[src/rtl/tc_pkg.sv]
// Shared definitions for the memory-mapped timer/counter.
// Holds the FSM state encoding, the register offsets decoded from addr[3:2],
// the CTRL bit positions, the mode codes and the base addresses of the two
// timer instances seen by the system bridge.
package tc_pkg;

  // Countdown sequencer states
  typedef enum logic [1:0] {
    IDLE = 2'd0,
    LOAD = 2'd1,
    CNT  = 2'd2,
    INT  = 2'd3
  } tc_state_e;

  // Word offsets within one timer's 16-byte window (addr[3:2])
  localparam logic [1:0] OFF_CTRL   = 2'd0;
  localparam logic [1:0] OFF_PRESET = 2'd1;
  localparam logic [1:0] OFF_COUNT  = 2'd2;

  // CTRL register layout
  localparam int CTRL_W       = 4;
  localparam int CTRL_EN      = 0;
  localparam int CTRL_MODE_LO = 1;
  localparam int CTRL_MODE_HI = 2;
  localparam int CTRL_IM      = 3;

  // Mode codes held in CTRL[2:1]; codes 2 and 3 behave as one-shot
  localparam logic [1:0] MODE_ONESHOT = 2'd0;
  localparam logic [1:0] MODE_RELOAD  = 2'd1;

  // Byte base addresses of the two system instances
  localparam logic [31:0] TC1_BASE = 32'h0000_7f00;
  localparam logic [31:0] TC2_BASE = 32'h0000_7f10;

endpackage

[src/rtl/timer_counter.sv]
// Memory-mapped countdown timer with interrupt request.
// The CPU programs PRESET and CTRL; once enabled, the timer loads PRESET into
// COUNT, counts down to zero and raises an interrupt flag. One-shot mode
// clears EN on expiry and leaves the flag pending until software writes
// CTRL or PRESET; auto-reload mode drops the flag after one cycle and
// restarts the countdown.
//
// Ports:
//   clk    - system clock, rising edge
//   reset  - asynchronous active-high reset, clears every register
//   addr   - word address from the bridge; only addr[3:2] is decoded
//   we     - write strobe, sampled at the rising clock edge
//   din    - write data
//   dout   - read data, combinational from addr[3:2]
//   irq    - interrupt request, CTRL.IM gated with the pending flag
module timer_counter
  import tc_pkg::*;
#(
  parameter int DATA_W = 32
) (
  input  logic              clk,
  input  logic              reset,
  input  logic [31:2]       addr,
  input  logic              we,
  input  logic [DATA_W-1:0] din,
  output logic [DATA_W-1:0] dout,
  output logic              irq
);

  tc_state_e          state_q, state_d;
  logic [CTRL_W-1:0]  ctrl_q, ctrl_d;
  logic [DATA_W-1:0]  preset_q, preset_d;
  logic [DATA_W-1:0]  count_q, count_d;
  logic               flag_q, flag_d;

  logic [1:0] mode;
  logic       unused_addr_bits;

  assign mode = ctrl_q[CTRL_MODE_HI:CTRL_MODE_LO];

  // The device is already selected by the bridge, so the upper address
  // bits carry no information here.
  assign unused_addr_bits = ^addr[31:4];

  // All state lives in one register bank so the whole device resets together.
  always_ff @(posedge clk or posedge reset) begin
    if (reset) begin
      state_q  <= IDLE;
      ctrl_q   <= '0;
      preset_q <= '0;
      count_q  <= '0;
      flag_q   <= 1'b0;
    end else begin
      state_q  <= state_d;
      ctrl_q   <= ctrl_d;
      preset_q <= preset_d;
      count_q  <= count_d;
      flag_q   <= flag_d;
    end
  end

  // Next-state logic: the countdown sequencer is evaluated first and the CPU
  // write is applied last, so a software write to CTRL overrides the
  // sequencer's EN clear and a CTRL/PRESET write clears the flag even on the
  // cycle the countdown expires.
  always_comb begin
    state_d  = state_q;
    ctrl_d   = ctrl_q;
    preset_d = preset_q;
    count_d  = count_q;
    flag_d   = flag_q;

    case (state_q)
      IDLE: begin
        if (ctrl_q[CTRL_EN]) begin
          state_d = LOAD;
        end
      end
      LOAD: begin
        count_d = preset_q;
        state_d = CNT;
      end
      CNT: begin
        // Disabling pauses into IDLE; re-enabling reloads rather than resumes.
        // Expiry at COUNT<=1 keeps COUNT from ever wrapping below zero.
        if (!ctrl_q[CTRL_EN]) begin
          state_d = IDLE;
        end else if (count_q > DATA_W'(1)) begin
          count_d = count_q - DATA_W'(1);
        end else begin
          count_d = '0;
          flag_d  = 1'b1;
          state_d = INT;
        end
      end
      INT: begin
        if (mode == MODE_RELOAD) begin
          flag_d = 1'b0;
        end else begin
          ctrl_d[CTRL_EN] = 1'b0;
        end
        state_d = IDLE;
      end
      default: begin
        state_d = IDLE;
      end
    endcase

    if (we) begin
      case (addr[3:2])
        OFF_CTRL: begin
          ctrl_d = din[CTRL_W-1:0];
          flag_d = 1'b0;
        end
        OFF_PRESET: begin
          preset_d = din;
          flag_d   = 1'b0;
        end
        default: begin
        end
      endcase
    end
  end

  // Read mux; unused CTRL bits and the spare offset read as zero.
  always_comb begin
    dout = '0;
    case (addr[3:2])
      OFF_CTRL:   dout = {{(DATA_W-CTRL_W){1'b0}}, ctrl_q};
      OFF_PRESET: dout = preset_q;
      OFF_COUNT:  dout = count_q;
      default:    dout = '0;
    endcase
  end

  assign irq = ctrl_q[CTRL_IM] & flag_q;

endmodule

[config.mk]
export PLATFORM = sky130hd
export DESIGN_NAME = timer_counter
export DESIGN_NICKNAME = d
export VERILOG_FILES = /design/src/rtl/tc_pkg.sv /design/src/rtl/timer_counter.sv
export SDC_FILE = /design/constraint.sdc
export NUM_CORES = 1
export LEC_CHECK = 0
export ABC_AREA = 1
export BUFFER_PORTS_ARGS = -buffer_cell sky130_fd_sc_hd__clkbuf_2
export CORE_ASPECT_RATIO = 1.1
export CORE_MARGIN = 8
export CORE_UTILIZATION = 55
export DETAILED_ROUTE_END_ITERATION = 12
export PLACE_DENSITY = 0.81
export SLEW_MARGIN = 15
export SYNTH_ARGS = -nofsm -noshare
export SYNTH_HDL_FRONTEND = slang
export SYNTH_SLANG_ARGS = --single-unit
export TNS_END_PERCENT = 10
[constraint.sdc]
create_clock -name clk -period 2.35 [get_ports clk]
set_clock_uncertainty 0.1 [all_clocks]
set_input_delay 0.235 -clock clk [delete_from_list [all_inputs] [get_ports clk]]
set_output_delay 0.235 -clock clk [all_outputs]
set_load 0.02 [all_outputs]
# Yosys cells after proc, flatten, opt, wreduce, memory -nomap -nowiden
# Cells that the tools add are included.
# word_totals
latch_bits	0
elab_cells	44
mem_bits_ro	0
ff_bits	71
in_bits	65
output_inout_bits	33
n_memories	0
mem_bits_rw	0
# op_classes
n_bitwise	1
n_eq_ne	9
n_shift	0
add_sub_neg	1
multipliers	0
n_reduce_logical	8
muxes	18
n_lt_le_gt_ge	1
div_mod_pow	0
# op_table
op	count
$pmux 32 s3	1
$mux 32	2
$pmux 32 s2	1
$gt 32x1->1 const B	1
$sub 32x1->32 const B	1
$mux 1	9
$pmux 2 s4	1
$reduce_and 2->1	4
$eq 2x1->1 const B	3
$eq 2x2->1 const B	3
$mux 2	3
$logic_not 2->1	2
$ne 2x2->1 const B	2
$ne 3x3->1 const B	1
$pmux 1 s2	1
$reduce_bool 2->1	1
$reduce_or 2->1	1
$and 1x1->1	1

# Longest topological paths before layout
# logic_depth
depth_word	6
depth_mapped	12
depth_no_buf	12

# Worst setup path before layout
# Ideal clock, no wire load.
# synth_timing
path_kind	register -> register
startpoint	reg count_q[0]
endpoint	reg count_q[19]
setup_slack_ns	0.604
period_less_slack_ns	1.746
setup_ns	0.117
path_buffers	1
t_required_ns	2.133
path_stages_with_launch	13
arrival_time_ns	1.530
cell_sequence	dfrtp_1 -> inv_1 -> ha_1 -> nand2_4 -> a21oi_2 -> inv_2 -> nor2_4 -> nor2_4 -> buf_6 -> nand2_1 -> nand2_1 -> nand2_1 -> nand2_1
# synth_via
elab_chain_cells	4
elab_cells_between_ends	5
cone_classes	add/sub (1); order compare (1); mux (3)
# synth_lines
element	line_no	source
start, declared	timer_counter.sv:33	logic [DATA_W-1:0] count_q, count_d;
start signal, assigned	timer_counter.sv:57	count_q <= count_d;
$sub 32x1->32 or $gt 32x1->1 (tied branches)	timer_counter.sv:89, timer_counter.sv:88	
$mux 32 (*)	timer_counter.sv:88	end else if (count_q > DATA_W'(1)) begin
$mux 32 (*)	timer_counter.sv:86	if (!ctrl_q[CTRL_EN]) begin
$pmux 32 s2 (*)	timer_counter.sv:73	case (state_q)
# Every way passes the cells marked *; elsewhere a longest branch is shown, timed or not. The select of a mux whose other input is x is not followed.
# A chain may end at the register's enable or synchronous reset.

# Worst setup path after layout
# layout_timing
startpoint	reg count_q[0]
endpoint	reg count_q[5]
# Same word-level chain as after synthesis.

==> impl_results.md <==
* Post-synth top cells: nand2_1 (173), nor2_1 (73), dfrtp_1 (71)
* Leak at 2.657 nW
* Vias/cell at 5.330
* Post-route ant nets at 0
* Row count at 34
* Vias in the first global route at 4277
* GP Congestion at between 0.9 and 1
* First-pass GRT wire length at 19980 um
* Asr flop ratio synth at 1.000
* Cell taking the most area after synthesis: dfrtp_1
* Via count at 4216
* FF+latch count, synth at a little over 70
* HPWL Detailed at 8582 um
* Initial Util at 0.5618
* Layout cell share with drive strength beyond 1 at 0.2240
* Synth unique cells at 33
* Worst EP arrival at 2.19 ns
* Die height at ~110 um
* Top_reg_cell synth: dfrtp_1
* Port bufs at 69
* Sw power at 0.002507 W
* Status: complete, no violations
* Inst Count DP at 774
* Slew margin rel. at 0.6586
* DRT Wirelength at 11860 um
* Area share of the largest cell type after synthesis at 0.4018
* Initial DRC Count at 280
* Die area at 11170 um2
* Clk root buf: clkbuf_8
* Syn-to-layout area delta at 17.18%
* CTS sink count at 71
* Pins over their slew limit at 0
* Hold Crit Class: input port to flip-flop
* I/O pin count at between 90 and 100
* TritonRoute pass-1 iters at 5
* Yosys Warn Count at 0
* Synth area leaders: dfrtp_1 (40%), nand2_1 (15%), nor2_1 (6.2%), inv_1 (5.3%), o21ai_0 (4.5%)
* Most instantiated library cell after synthesis: nand2_1
* Clock share of power at 0.195
* Flop pwr share at 0.374
* RSZ-0062 raised after global routing: no
* CTS H-tree lvls at 3
* Max cap viols at 0
* Clock-pin slew on the worst setup and hold paths at around 0.08 ns
* Synthesized area at 4422 um2
* WL/cell at 15.00 um
* Post-synthesis sequential area ratio at 0.4018
* CP Max Fanout at 10
* Combinational Power Share at 0.430
* Initial antenna violation count at 0
* Setup crit start kind: flip-flop
* CTS tree: built
* Final Hold Vio Count at 0
* EDFF count, synth at 0
* Final worst path period share at 0.8695
* Setup violators final at 0
* Core Region at 7870 um2
* Cell count after synthesis at 604
* Crit path capture type: flip-flop
* Antenna Cells at 0
* Layout Nets at 745
* Worst Tran Pin Value at 0.5109 ns
* Syn avg cell area at 7.321 um2
* Fin Setup TNS at 0 ns
* Top achievable clock speed at 489.4 MHz
* Num CTS Buffers at 9
* Grt ovf at 0
* Sw Share at 0.4531
* DR DRC count at 0
* Max IR drop VDD at around 0.00048 V
* Critical Path RT at 2.49 ns
* WS Path Type: flip-flop to flip-flop
* Final Critical Period at around 2.0 ns
* Max clock buf depth at 2
* Pwr Density at roughly 1100 nW/um2
* Clk Latency, worst-skew pair at between 0.3 and 0.4 ns
* GRT Util Overall at 0.2267
* DIE WIDTH at between 100 and 150 um
* Pin count of the biggest net entering global routing at 72
* Finished Layout Cells at 791
* Syn nets at between 600 and 700
* P_int at 0.003025 W
power by group through the flow:
stage	registers, W	logic, W	clock network (W)
floorplan	0.00196	0.00180	0
global placement	0.00206	0.00229	0
detailed placement	0.00208	0.00237	0
CTS	0.00206	0.00239	0.00108
global route	0.00213	0.00268	0.00115
finish	0.00207	0.00238	0.00108
critical path: stages (launching register included):
cell	delay (ns)
dfrtp_1	0.41
inv_1	0.14
ha_1	0.28
nand2_4	0.11
a21oi_2	0.14
inv_2	0.07
o21ai_2	0.40
o21ai_0	0.15
nand2_1	0.08
nand2_1	0.04
registers in the layout, indices dropped and copies added (netlist names):
name / flops
state_q: 2
preset_q: 32
ctrl_q: 4
flag_q: 1
count_q: 32
cell type report:
cell class	count	area (um2)
timing repair buffer	86	513.0
fill	717	2689
tap	108	135.1
clock buffer	12	165.2
inverter	66	247.7
clock inverter	4	51.30
multi-input combinational	444	2292
sequential	71	1777
placed cells by master (no fill, tap or decap), drive strengths merged:
| master | count |
|---|---|
| inv | 67 |
| a31oi | 9 |
| dlygate4sd3 | 1 |
| clkbuf | 81 |
| xor2 | 17 |
| o21ai | 45 |
| o22ai | 13 |
| nand3b | 1 |
| nor3b | 1 |
| ha | 2 |
| buf | 16 |
| xnor2 | 2 |
| nand4 | 3 |
| a21oi | 28 |
| a22oi | 1 |
| mux2 | 6 |
| nand3 | 39 |
| clkinv | 1 |
| nor2 | 95 |
| clkinvlp | 1 |
| nand2 | 179 |
| o211ai | 3 |
| bufinv | 1 |
| dfrtp | 71 |
timing repair:
item | in CTS | in global routing
hold endpoints to repair | 71 | 0
gates resized for setup | 0 | 0
buffers inserted | 0 | 0
hold buffers | 1 | 0
metrics by stage:
step / instance area, um2 / util / setup slack (ns) / power, W / hold slack (ns)
2_1_floorplan: 4422 / - / 0.2184 / 0.003766 / 0.2466
3_3_place_gp: 4955 / 0.6296 / 0.3681 / 0.004356 / 0.2305
3_5_place_dp: 4955 / 0.6296 / 0.3179 / 0.004451 / 0.2360
4_1_cts: 5181 / 0.6583 / 0.3095 / 0.005541 / 0.003581
5_1_grt: 5181 / 0.6583 / 0.1637 / 0.005952 / 0.003582
6_report: 5181 / 0.6583 / 0.3067 / 0.005531 / 0.005953
layer usage:
metal | up-vias | track usage | part of all wire
met5 | - | 0 | 0
met4 | 0 | 0.1097 | 0.029
met3 | 24 | 0.03141 | 0.048
met2 | 144 | 0.3960 | 0.51
met1 | 1975 | 0.2698 | 0.41
li1 | 2073 | - | -
cells by family (layout without fill, tap and decap cells):
group                    count (synthesis)  count (layout)  share of synthesized area
XOR/XNOR                                19              19                    0.03763
AO/OA/AOI/OAI                           99              99                     0.1239
flip-flops                              71              71                     0.4018
AND/OR/NAND/NOR                        318             318                     0.3353
buffers and inverters                   89             168                    0.08036
adder cells (fa/ha/maj)                  2               2                   0.005658
multiplexers                             6               6                    0.01528
path summary, 6_finish.rpt:
path                       cells after the start            to  startpoint  slack, ns
hold reg to reg                                2    count_q[1]  count_q[1]       0.39
setup / recovery                               9    count_q[5]  count_q[0]       0.31
max in group asynchronous                      4   count_q[17]       reset       1.45
setup reg to reg                               9    count_q[5]  count_q[0]       0.31
hold / removal                                 2  preset_q[29]     din[29]      0.006
min in group asynchronous                      4     ctrl_q[1]       reset       0.40
Power figures use the tool's default switching activity.
